### src/rtl/hazard_ctrl_if.sv
// Hazard controller bus: ID/EX/MEM hazard inputs and pipeline control outputs.
interface hazard_ctrl_if #(
    parameter int unsigned CNT_W = 16
);
    logic [2:0]       rs1ID;
    logic [2:0]       rs2ID;
    logic             useRs1ID;
    logic             useRs2ID;
    logic             branchID;
    logic             takenID;
    logic [2:0]       rdEX;
    logic             regWriteEX;
    logic             memReadEX;
    logic [2:0]       rdMEM;
    logic             memReadMEM;
    logic             memWait;
    logic             pcWrite;
    logic             ifidWrite;
    logic             ifidFlush;
    logic             idexBubble;
    logic             pipeFreeze;
    logic             stalling;
    logic [CNT_W-1:0] stallCount;
    logic [CNT_W-1:0] flushCount;

    // Pipeline side: drives hazard information, consumes control
    modport master (
        output rs1ID, rs2ID, useRs1ID, useRs2ID, branchID, takenID,
        output rdEX, regWriteEX, memReadEX, rdMEM, memReadMEM, memWait,
        input  pcWrite, ifidWrite, ifidFlush, idexBubble, pipeFreeze, stalling,
        input  stallCount, flushCount
    );

    // Controller side
    modport slave (
        input  rs1ID, rs2ID, useRs1ID, useRs2ID, branchID, takenID,
        input  rdEX, regWriteEX, memReadEX, rdMEM, memReadMEM, memWait,
        output pcWrite, ifidWrite, ifidFlush, idexBubble, pipeFreeze, stalling,
        output stallCount, flushCount
    );
endinterface

### src/rtl/hazard_ctrl.sv
// Pipeline hazard/stall controller: load-use and ID-branch stalls, taken-branch
// flush, memory-wait freeze, saturating stall/flush cycle counters.
module hazard_ctrl #(
    parameter int unsigned CNT_W = 16
) (
    input  logic         clock,
    input  logic         reset,
    hazard_ctrl_if.slave bus
);
    typedef enum logic [1:0] {
        ST_RUN    = 2'd0,
        ST_STALL  = 2'd1,
        ST_FREEZE = 2'd2
    } state_t;

    localparam logic [CNT_W-1:0] CNT_MAX = '1;

    state_t           state;
    state_t           saved;
    state_t           resume;
    logic [1:0]       remain;
    logic [1:0]       need;
    logic             started;
    logic             inert;
    logic             m_ex;
    logic             m_mem;
    logic             stall_hit;
    logic             pc_write;
    logic             ifid_write;
    logic             ifid_flush;
    logic             idex_bubble;
    logic             pipe_freeze;
    logic             stall_act;
    logic [CNT_W-1:0] stall_count;
    logic [CNT_W-1:0] flush_count;

    // Outputs hold their reset values during reset and for the first cycle after it
    assign inert = reset | ~started;

    // State to continue from once a memory freeze lifts
    assign resume = (state == ST_FREEZE) ? saved : state;

    // Required stall length from operand matches, highest-priority rule first
    always_comb begin
        m_ex  = (bus.useRs1ID & (bus.rs1ID == bus.rdEX))
              | (bus.useRs2ID & (bus.rs2ID == bus.rdEX));
        m_mem = (bus.useRs1ID & (bus.rs1ID == bus.rdMEM))
              | (bus.useRs2ID & (bus.rs2ID == bus.rdMEM));
        need  = 2'd0;
        if (bus.branchID & bus.memReadEX & m_ex) begin
            need = 2'd2;
        end else if (bus.memReadEX & bus.regWriteEX & m_ex) begin
            need = 2'd1;
        end else if (bus.branchID & bus.regWriteEX & m_ex) begin
            need = 2'd1;
        end else if (bus.branchID & bus.memReadMEM & m_mem) begin
            need = 2'd1;
        end
    end

    assign stall_hit = (resume == ST_STALL) || ((resume == ST_RUN) && (need != 2'd0));

    // Zero-latency control outputs; memWait overrides any stall or flush
    always_comb begin
        pc_write    = 1'b1;
        ifid_write  = 1'b1;
        idex_bubble = 1'b0;
        ifid_flush  = 1'b0;
        pipe_freeze = 1'b0;
        stall_act   = 1'b0;
        if (inert) begin
            pc_write    = 1'b0;
            ifid_write  = 1'b0;
            idex_bubble = 1'b1;
        end else if (bus.memWait) begin
            pc_write    = 1'b0;
            ifid_write  = 1'b0;
            pipe_freeze = 1'b1;
        end else if (stall_hit) begin
            pc_write    = 1'b0;
            ifid_write  = 1'b0;
            idex_bubble = 1'b1;
            stall_act   = 1'b1;
        end else begin
            ifid_flush  = bus.branchID & bus.takenID;
        end
    end

    // FSM sequencing and saturating performance counters
    always_ff @(posedge clock or posedge reset) begin
        if (reset) begin
            state       <= ST_RUN;
            saved       <= ST_RUN;
            remain      <= 2'd0;
            started     <= 1'b0;
            stall_count <= '0;
            flush_count <= '0;
        end else begin
            started <= 1'b1;
            if (!inert) begin
                if (bus.memWait) begin
                    state <= ST_FREEZE;
                    if (state != ST_FREEZE) begin
                        saved <= state;
                    end
                end else if (resume == ST_STALL) begin
                    if (remain > 2'd1) begin
                        remain <= remain - 2'd1;
                        state  <= ST_STALL;
                    end else begin
                        remain <= 2'd0;
                        state  <= ST_RUN;
                    end
                end else if (need != 2'd0) begin
                    remain <= need - 2'd1;
                    state  <= (need == 2'd2) ? ST_STALL : ST_RUN;
                end else begin
                    state <= ST_RUN;
                end
            end
            if (stall_act && (stall_count != CNT_MAX)) begin
                stall_count <= stall_count + CNT_W'(1);
            end
            if (ifid_flush && (flush_count != CNT_MAX)) begin
                flush_count <= flush_count + CNT_W'(1);
            end
        end
    end

    assign bus.pcWrite    = pc_write;
    assign bus.ifidWrite  = ifid_write;
    assign bus.ifidFlush  = ifid_flush;
    assign bus.idexBubble = idex_bubble;
    assign bus.pipeFreeze = pipe_freeze;
    assign bus.stalling   = stall_act;
    assign bus.stallCount = stall_count;
    assign bus.flushCount = flush_count;
endmodule

### src/flat_wrapper.sv
// flat-port wrapper written by rule: the top's interface ports become plain ports
module hazard_ctrl_flat 
#(
    parameter int unsigned CNT_W = 16
)
  (clock, reset, bus_rs1ID, bus_rs2ID, bus_useRs1ID, bus_useRs2ID, bus_branchID, bus_takenID, bus_rdEX, bus_regWriteEX, bus_memReadEX, bus_rdMEM, bus_memReadMEM, bus_memWait, bus_pcWrite, bus_ifidWrite, bus_ifidFlush, bus_idexBubble, bus_pipeFreeze, bus_stalling, bus_stallCount, bus_flushCount);
  hazard_ctrl_if #(.CNT_W(CNT_W)) bus_i ();
  input  logic clock;
  input  logic reset;
  input wire logic [$bits(bus_i.rs1ID)-1:0] bus_rs1ID;
  input wire logic [$bits(bus_i.rs2ID)-1:0] bus_rs2ID;
  input wire logic [$bits(bus_i.useRs1ID)-1:0] bus_useRs1ID;
  input wire logic [$bits(bus_i.useRs2ID)-1:0] bus_useRs2ID;
  input wire logic [$bits(bus_i.branchID)-1:0] bus_branchID;
  input wire logic [$bits(bus_i.takenID)-1:0] bus_takenID;
  input wire logic [$bits(bus_i.rdEX)-1:0] bus_rdEX;
  input wire logic [$bits(bus_i.regWriteEX)-1:0] bus_regWriteEX;
  input wire logic [$bits(bus_i.memReadEX)-1:0] bus_memReadEX;
  input wire logic [$bits(bus_i.rdMEM)-1:0] bus_rdMEM;
  input wire logic [$bits(bus_i.memReadMEM)-1:0] bus_memReadMEM;
  input wire logic [$bits(bus_i.memWait)-1:0] bus_memWait;
  output wire logic [$bits(bus_i.pcWrite)-1:0] bus_pcWrite;
  output wire logic [$bits(bus_i.ifidWrite)-1:0] bus_ifidWrite;
  output wire logic [$bits(bus_i.ifidFlush)-1:0] bus_ifidFlush;
  output wire logic [$bits(bus_i.idexBubble)-1:0] bus_idexBubble;
  output wire logic [$bits(bus_i.pipeFreeze)-1:0] bus_pipeFreeze;
  output wire logic [$bits(bus_i.stalling)-1:0] bus_stalling;
  output wire logic [$bits(bus_i.stallCount)-1:0] bus_stallCount;
  output wire logic [$bits(bus_i.flushCount)-1:0] bus_flushCount;
  assign bus_i.rs1ID = bus_rs1ID;
  assign bus_i.rs2ID = bus_rs2ID;
  assign bus_i.useRs1ID = bus_useRs1ID;
  assign bus_i.useRs2ID = bus_useRs2ID;
  assign bus_i.branchID = bus_branchID;
  assign bus_i.takenID = bus_takenID;
  assign bus_i.rdEX = bus_rdEX;
  assign bus_i.regWriteEX = bus_regWriteEX;
  assign bus_i.memReadEX = bus_memReadEX;
  assign bus_i.rdMEM = bus_rdMEM;
  assign bus_i.memReadMEM = bus_memReadMEM;
  assign bus_i.memWait = bus_memWait;
  assign bus_pcWrite = bus_i.pcWrite;
  assign bus_ifidWrite = bus_i.ifidWrite;
  assign bus_ifidFlush = bus_i.ifidFlush;
  assign bus_idexBubble = bus_i.idexBubble;
  assign bus_pipeFreeze = bus_i.pipeFreeze;
  assign bus_stalling = bus_i.stalling;
  assign bus_stallCount = bus_i.stallCount;
  assign bus_flushCount = bus_i.flushCount;
  hazard_ctrl #(.CNT_W(CNT_W)) u_core (.clock(clock), .reset(reset), .bus(bus_i));
endmodule
### config.mk
export PLATFORM = sky130hd
export DESIGN_NAME = hazard_ctrl_flat
export DESIGN_NICKNAME = d
export VERILOG_FILES = /design/src/rtl/hazard_ctrl_if.sv /design/src/rtl/hazard_ctrl.sv /design/src/flat_wrapper.sv
export SDC_FILE = /design/constraint.sdc
export NUM_CORES = 1
export LEC_CHECK = 0
export BUFFER_PORTS_ARGS = -buffer_cell sky130_fd_sc_hd__buf_4
export CAP_MARGIN = 10
export CORE_UTILIZATION = 58
export CTS_BUF_LIST = sky130_fd_sc_hd__clkbuf_2 sky130_fd_sc_hd__clkbuf_4 sky130_fd_sc_hd__clkbuf_8
export CTS_CLUSTER_SIZE = 16
export DETAILED_ROUTE_END_ITERATION = 16
export HOLD_SLACK_MARGIN = 0.06
export PLACE_DENSITY = 0.95
export SLEW_MARGIN = 0
export SYNTH_ARGS = -nofsm -noshare
export SYNTH_HDL_FRONTEND = slang
export SYNTH_SLANG_ARGS = --single-unit
### constraint.sdc
create_clock -name clock -period 5.9 [get_ports clock]
set_clock_uncertainty 0.2 [all_clocks]
set_input_delay 0.59 -clock clock [delete_from_list [all_inputs] [get_ports clock]]
set_output_delay 0.59 -clock clock [all_outputs]
set_load 0.03 [all_outputs]
## Word level (Yosys, flattened, before mapping)

Index checks and enable logic that the tools add are counted.

| word-level totals | value |
|---|---|
| flip-flop bits (word level) | 39 |
| bits of input ports | 22 |
| logic and storage cells | 74 |
| output and inout port bits | 38 |

| operators by class | value |
|---|---|
| bitwise operators | 19 |
| equal/unequal tests | 10 |
| $lt $le $gt $ge | 1 |
| mux-type cells | 25 |
| add/sub/neg operators | 4 |
| reductions and logical operators | 9 |

Operators with widths:

| operator | count |
|---|---|
| adder 16 x 1 -> 16 bit (second input constant) | 2 |
| != test 16 bit (second input constant) | 2 |
| 2-to-1 mux 2 bit | 10 |
| 2-to-1 mux 1 bit | 15 |
| AND 1 bit | 13 |
| == test 3 bit | 4 |
| AND reduction 3 bit | 2 |
| == test 2 bit (second input constant) | 2 |
| nonzero test 2 bit | 2 |
| subtractor 2 x 1 -> 2 bit (second input constant) | 2 |
| logical AND 1 bit | 3 |
| inverter 1 bit | 3 |
| OR 1 bit | 3 |
| == test 2 x 1 -> 1 bit (second input constant) | 1 |
| greater-than comparator 2 x 1 -> 1 bit (second input constant) | 1 |
| zero test 2 bit | 1 |
| != test 2 bit (second input constant) | 1 |
| logical OR 1 bit | 1 |

## Logic depth before layout (Yosys ltp)

| depth | value |
|---|---|
| depth after elaboration | 15 |
| gate-level depth with buffers | 8 |
| depth with buffers taken out | 7 |

## Least setup slack after synthesis

OpenSTA, ideal clock, no wires.

| timing | value |
|---|---|
| path kind | input -> output |
| from | in bus_rdEX[0] |
| to | out bus_pcWrite |
| arrival time | 2,520 ps |
| stages on the path | 7 |
| slack | 2,590 ps |
| path through | xnor2_1 nand4_1 a22oi_1 o21ai_2 buf_2 nor3b_1 buf_4 |

| between the ends | value |
|---|---|
| longest elaborated chain between the ends | 13 |
| elaborated cells between the ends (all ways) | 17 |
| classes of those cells | eq/ne (2); mux (6); bitwise (6); reduce/logical (3) |

RTL lines:

| item | line | RTL |
|---|---|---|
| from (decl) | flat_wrapper.sv:16 | `input wire logic [$bits(bus_i.rdEX)-1:0] bus_rdEX;` |
| == test 3 bit, on equally long branches | hazard_ctrl.sv:45, hazard_ctrl.sv:46 |  |
| AND 1 bit, on equally long branches | hazard_ctrl.sv:45, hazard_ctrl.sv:46 |  |
| OR 1 bit (*) | hazard_ctrl.sv:46 | `\| (bus.useRs2ID & (bus.rs2ID == bus.rdEX));` |
| AND 1 bit | hazard_ctrl.sv:54 | `end else if (bus.branchID & bus.regWriteEX & m_ex) begin` |
| 2-to-1 mux 2 bit | hazard_ctrl.sv:54 |  |
| 2-to-1 mux 2 bit | hazard_ctrl.sv:52 | `end else if (bus.memReadEX & bus.regWriteEX & m_ex) begin` |
| 2-to-1 mux 2 bit (*) | hazard_ctrl.sv:50 | `if (bus.branchID & bus.memReadEX & m_ex) begin` |
| nonzero test 2 bit (*) | hazard_ctrl.sv:61 | `assign stall_hit = (resume == ST_STALL) \|\| ((resume == ST_RUN) && (need != 2'd0));` |
| logical AND 1 bit (*) | hazard_ctrl.sv:61 |  |
| logical OR 1 bit (*) | hazard_ctrl.sv:61 |  |
| 2-to-1 mux 1 bit (*) (3 in series) | -- |  |
| to (decl) | flat_wrapper.sv:22 | `output wire logic [$bits(bus_i.pcWrite)-1:0] bus_pcWrite;` |

Mark *: on every way between the ends. The rest lies on a longest branch, timed or not.

## Final worst setup path

| timing | value |
|---|---|
| from | in bus_rs1ID[0] |
| to | out bus_stalling |

| between the ends | value |
|---|---|
| longest elaborated chain between the ends | 14 |
| elaborated cells between the ends (all ways) | 20 |
| classes of those cells | eq/ne (2); mux (7); bitwise (8); reduce/logical (3) |

RTL lines:

| item | line | RTL |
|---|---|---|
| from (decl) | flat_wrapper.sv:10 | `input wire logic [$bits(bus_i.rs1ID)-1:0] bus_rs1ID;` |
| == test 3 bit | hazard_ctrl.sv:47 | `m_mem = (bus.useRs1ID & (bus.rs1ID == bus.rdMEM))` |
| AND 1 bit | hazard_ctrl.sv:47 |  |
| OR 1 bit | hazard_ctrl.sv:48 | `\| (bus.useRs2ID & (bus.rs2ID == bus.rdMEM));` |
| AND 1 bit | hazard_ctrl.sv:56 | `end else if (bus.branchID & bus.memReadMEM & m_mem) begin` |
| 2-to-1 mux 1 bit | hazard_ctrl.sv:56 |  |
| 2-to-1 mux 2 bit | hazard_ctrl.sv:54 |  |
| 2-to-1 mux 2 bit | hazard_ctrl.sv:52 |  |
| 2-to-1 mux 2 bit (*) | hazard_ctrl.sv:50 |  |
| nonzero test 2 bit (*) | hazard_ctrl.sv:61 |  |
| logical AND 1 bit (*) | hazard_ctrl.sv:61 |  |
| logical OR 1 bit (*) | hazard_ctrl.sv:61 |  |
| 2-to-1 mux 1 bit (*) | hazard_ctrl.sv:79 | `end else if (stall_hit) begin` |
| 2-to-1 mux 1 bit (*) | hazard_ctrl.sv:75 | `end else if (bus.memWait) begin` |
| 2-to-1 mux 1 bit (*) | hazard_ctrl.sv:71 | `if (inert) begin` |
| to (decl) | flat_wrapper.sv:27 | `output wire logic [$bits(bus_i.stalling)-1:0] bus_stalling;` |

Marked as above.

==> results.txt <==
Outcome = completed
Ys Warns = 0
Synthesized area = 2115 sq um
Dpl cells = 312
Crit path time final = 3.171 ns
GR peak layer = met2
Final cell count without fillers = 320
Met3 usage = 0.08212
Final period utilization = 0.5375
Grt ovf = 0
Worst reg2reg path endpoint = u_core.bus.stallCount[13]
Ys flop type = dfrtp_1
Max cap viols = 0
Critical Path End Type = primary output
Die area = 3891 sq um
CP Max Fanout = 17
Synth-to-layout area growth = 27.75%
Post-Synthesis Cells = 211
Max H-tree Level = 2
Reg-to-reg critical path startpoint = u_core.state[0]
Initial DRC count = 115
Asr flop ratio synth = 1.000
Post-CTS Setup Bufs = 0
Via count = 1,848
Core area = 3416 sq um
Static Leak = 1.296 nW
Die Ht = 62.38 microns
Hold Violations, Final = 0
CTS Sinks = 39
Sequential-to-total area share from yosys stat = 0.4615
Vias in the first global route = 1,844
Syn Nets = 235
GRT met2 Usage = 0.4327
Clk buf depth = 2
Pin count of the biggest net entering global routing = 40
Clock Latency Late Sink = 0.36 ns
Synth cell types = 39
DR pass1 iterations = 5
Io pins = 60
Drt wl/cell = 15.58 microns
Residual DRC count = 0
Hpwl dp = 3485 microns
GRT Util Overall = 0.2756
Antenna-violating nets left = 0
Vias/cell = 5.775
RSZ-0062 raised after global routing = false
Worst setup SP type = input port
Worst Path Arrival = 2.38 ns
Root buffer cell = clkbuf_4
First-pass GRT wire length = 8376 microns
Peak supply drop = 0.0001834 V
Worst Path Required = 5.11 ns
Fillers = 229
Slew margin rel. = 0.5133
Clock transition at the registers of the reported paths = 0.12 ns
Routability Congestion = 0.8524
Hold-fix buffers, CTS = 0
CTS tree = done
Final net count = 297
Final setup violation count = 0
# rows = 21
Initial antenna violation count = 0
Total CTS buffers = 5
Pwr Density = 255.0 nW/um^2
EDFF count, synth = 0
Yosys reg bits = 39
Met1 Usage GRT = 0.3499
Post-cts repair resize count = 0
Worst Hold Class = input port to async pin
Fmax = 0.3154 GHz
R2R Setup Slk = 3.38 ns
Layout cells sized above 1 = 0.2993
DRT Wirelength = 4984 microns
Die X = 62.38 microns
Worst-Margin Slew = 0.7233 ns
Kind of critical path = input port to primary output
N_diodes = 0
Initial Utilization = 0.6190
Port Buffers = 59
Max Slew Vio Count = 0
Avg Inst Size Synth = 10.02 sq um
FF-to-FF path depth = 5
Sum Neg Setup Slack = 0 ns
[worst max path at each step]
| stage | start | slack [ns] | to | cells past startpoint |
|---|---|---|---|---|
| after floorplan | bus_rdEX[0] | 2.59 | bus_pcWrite | 7 |
| after global placement | bus_rdEX[0] | 2.93 | bus_pcWrite | 7 |
| after detailed placement | bus_rdMEM[0] | 2.79 | bus_stalling | 7 |
| after CTS | bus_rs1ID[0] | 2.77 | bus_stalling | 7 |
| after global routing | bus_rs1ID[0] | 2.57 | bus_stalling | 7 |
| final | bus_rs1ID[0] | 2.73 | bus_stalling | 7 |
[final cells by class]
| cell class | instances | area, sq um | area share |
|---|---|---|---|
| Tap cell | 46 | 57.56 | 0.02131 |
| Multi-Input combinational cell | 162 | 1094 | 0.4048 |
| Clock inverter | 2 | 60.06 | 0.02223 |
| Inverter | 5 | 18.77 | 0.006948 |
| Sequential cell | 39 | 975.9 | 0.3613 |
| Timing Repair Buffer | 60 | 450.4 | 0.1667 |
| Clock buffer | 6 | 45.04 | 0.01667 |
[cell usage in the layout (no fill, tap or decap), drive strengths merged, types with 2 or more instances in the layout]
cell     n
a21oi    5
and2     3
and3    16
and4     4
buf     60
bufinv   2
clkbuf   6
dfrtp   39
ha       2
inv      5
mux2     2
nand2   18
nand2b   2
nand3   19
nand4   17
nor2     9
nor3     4
o21ai    6
o31ai    2
or3      2
xnor2   41
[where the power goes]
part           leakage, nW  internal, W  switching (W)
sequential           0.532     0.000291      0.0000256
combinational        0.708    0.0000617      0.0000827
clock               0.0559     0.000137      0.0000911
[flip-flops by register name, indices dropped and copies added, names as in the netlist]
signal and count:
u_core.bus.flushCount 16, u_core.bus.stallCount 16, u_core.remain 2, u_core.saved 2, u_core.started 1, u_core.state 2
[worst max-delay path, stage by stage]
cell	delay (ns)
buf_4	0.12
xnor2_1	0.18
nand4_1	0.20
a22oi_1	0.36
or3_1	0.49
and3_2	0.28
buf_4	0.16
[cell usage after synthesis (2+ instances only)]
library cell,n,area (sq um)
inv_1,5,18.77
nor2_1,7,26.28
ha_1,2,25.02
o21ai_0,5,25.02
a21oi_1,5,25.02
nand2_1,17,63.81
and3_1,15,93.84
dfrtp_1,39,975.9
and2_1,3,18.77
mux2_2,2,22.52
nand4_1,17,106.4
and4_2,2,20.02
buf_2,3,15.01
and4_1,2,17.52
nand3_1,19,95.09
nor3_1,4,20.02
nand2b_2,2,17.52
xnor2_1,41,359.1
[metal layers]
metal  up-vias  share of wire
met5         -              0
met4         0          0.026
met3        20          0.071
met2        95           0.48
met1       868           0.43
li1        865              -
[logic make-up (layout without fill, tap and decap cells)]
family,count (synthesis),count (layout),synth area share
and+or+nand+nor,98,98,0.2627
xor gates and xnor gates,42,42,0.1740
DFF,39,39,0.4615
AOI/OAI and AO/OA,17,17,0.05622
buffers and inverters,10,73,0.02130
adders and majority gates,2,2,0.01183
muxes,2,2,0.01065
other,1,1,0.001773
[per-stage QoR]
step	utilization	worst slack (ns)	total power [W]	hold slack (ns)	area, sq um
2_1_floorplan	-	2.590	0.0004082	0.2704	2115
3_3_place_gp	0.7601	2.930	0.0004585	0.2769	2596
3_5_place_dp	0.7601	2.786	0.0004653	0.2872	2596
4_1_cts	0.7908	2.774	0.0006916	0.1686	2701
5_1_grt	0.7908	2.568	0.0007172	0.2077	2701
6_report	0.7908	2.729	0.0006888	0.1710	2701
Power figures use the tool's default switching activity.
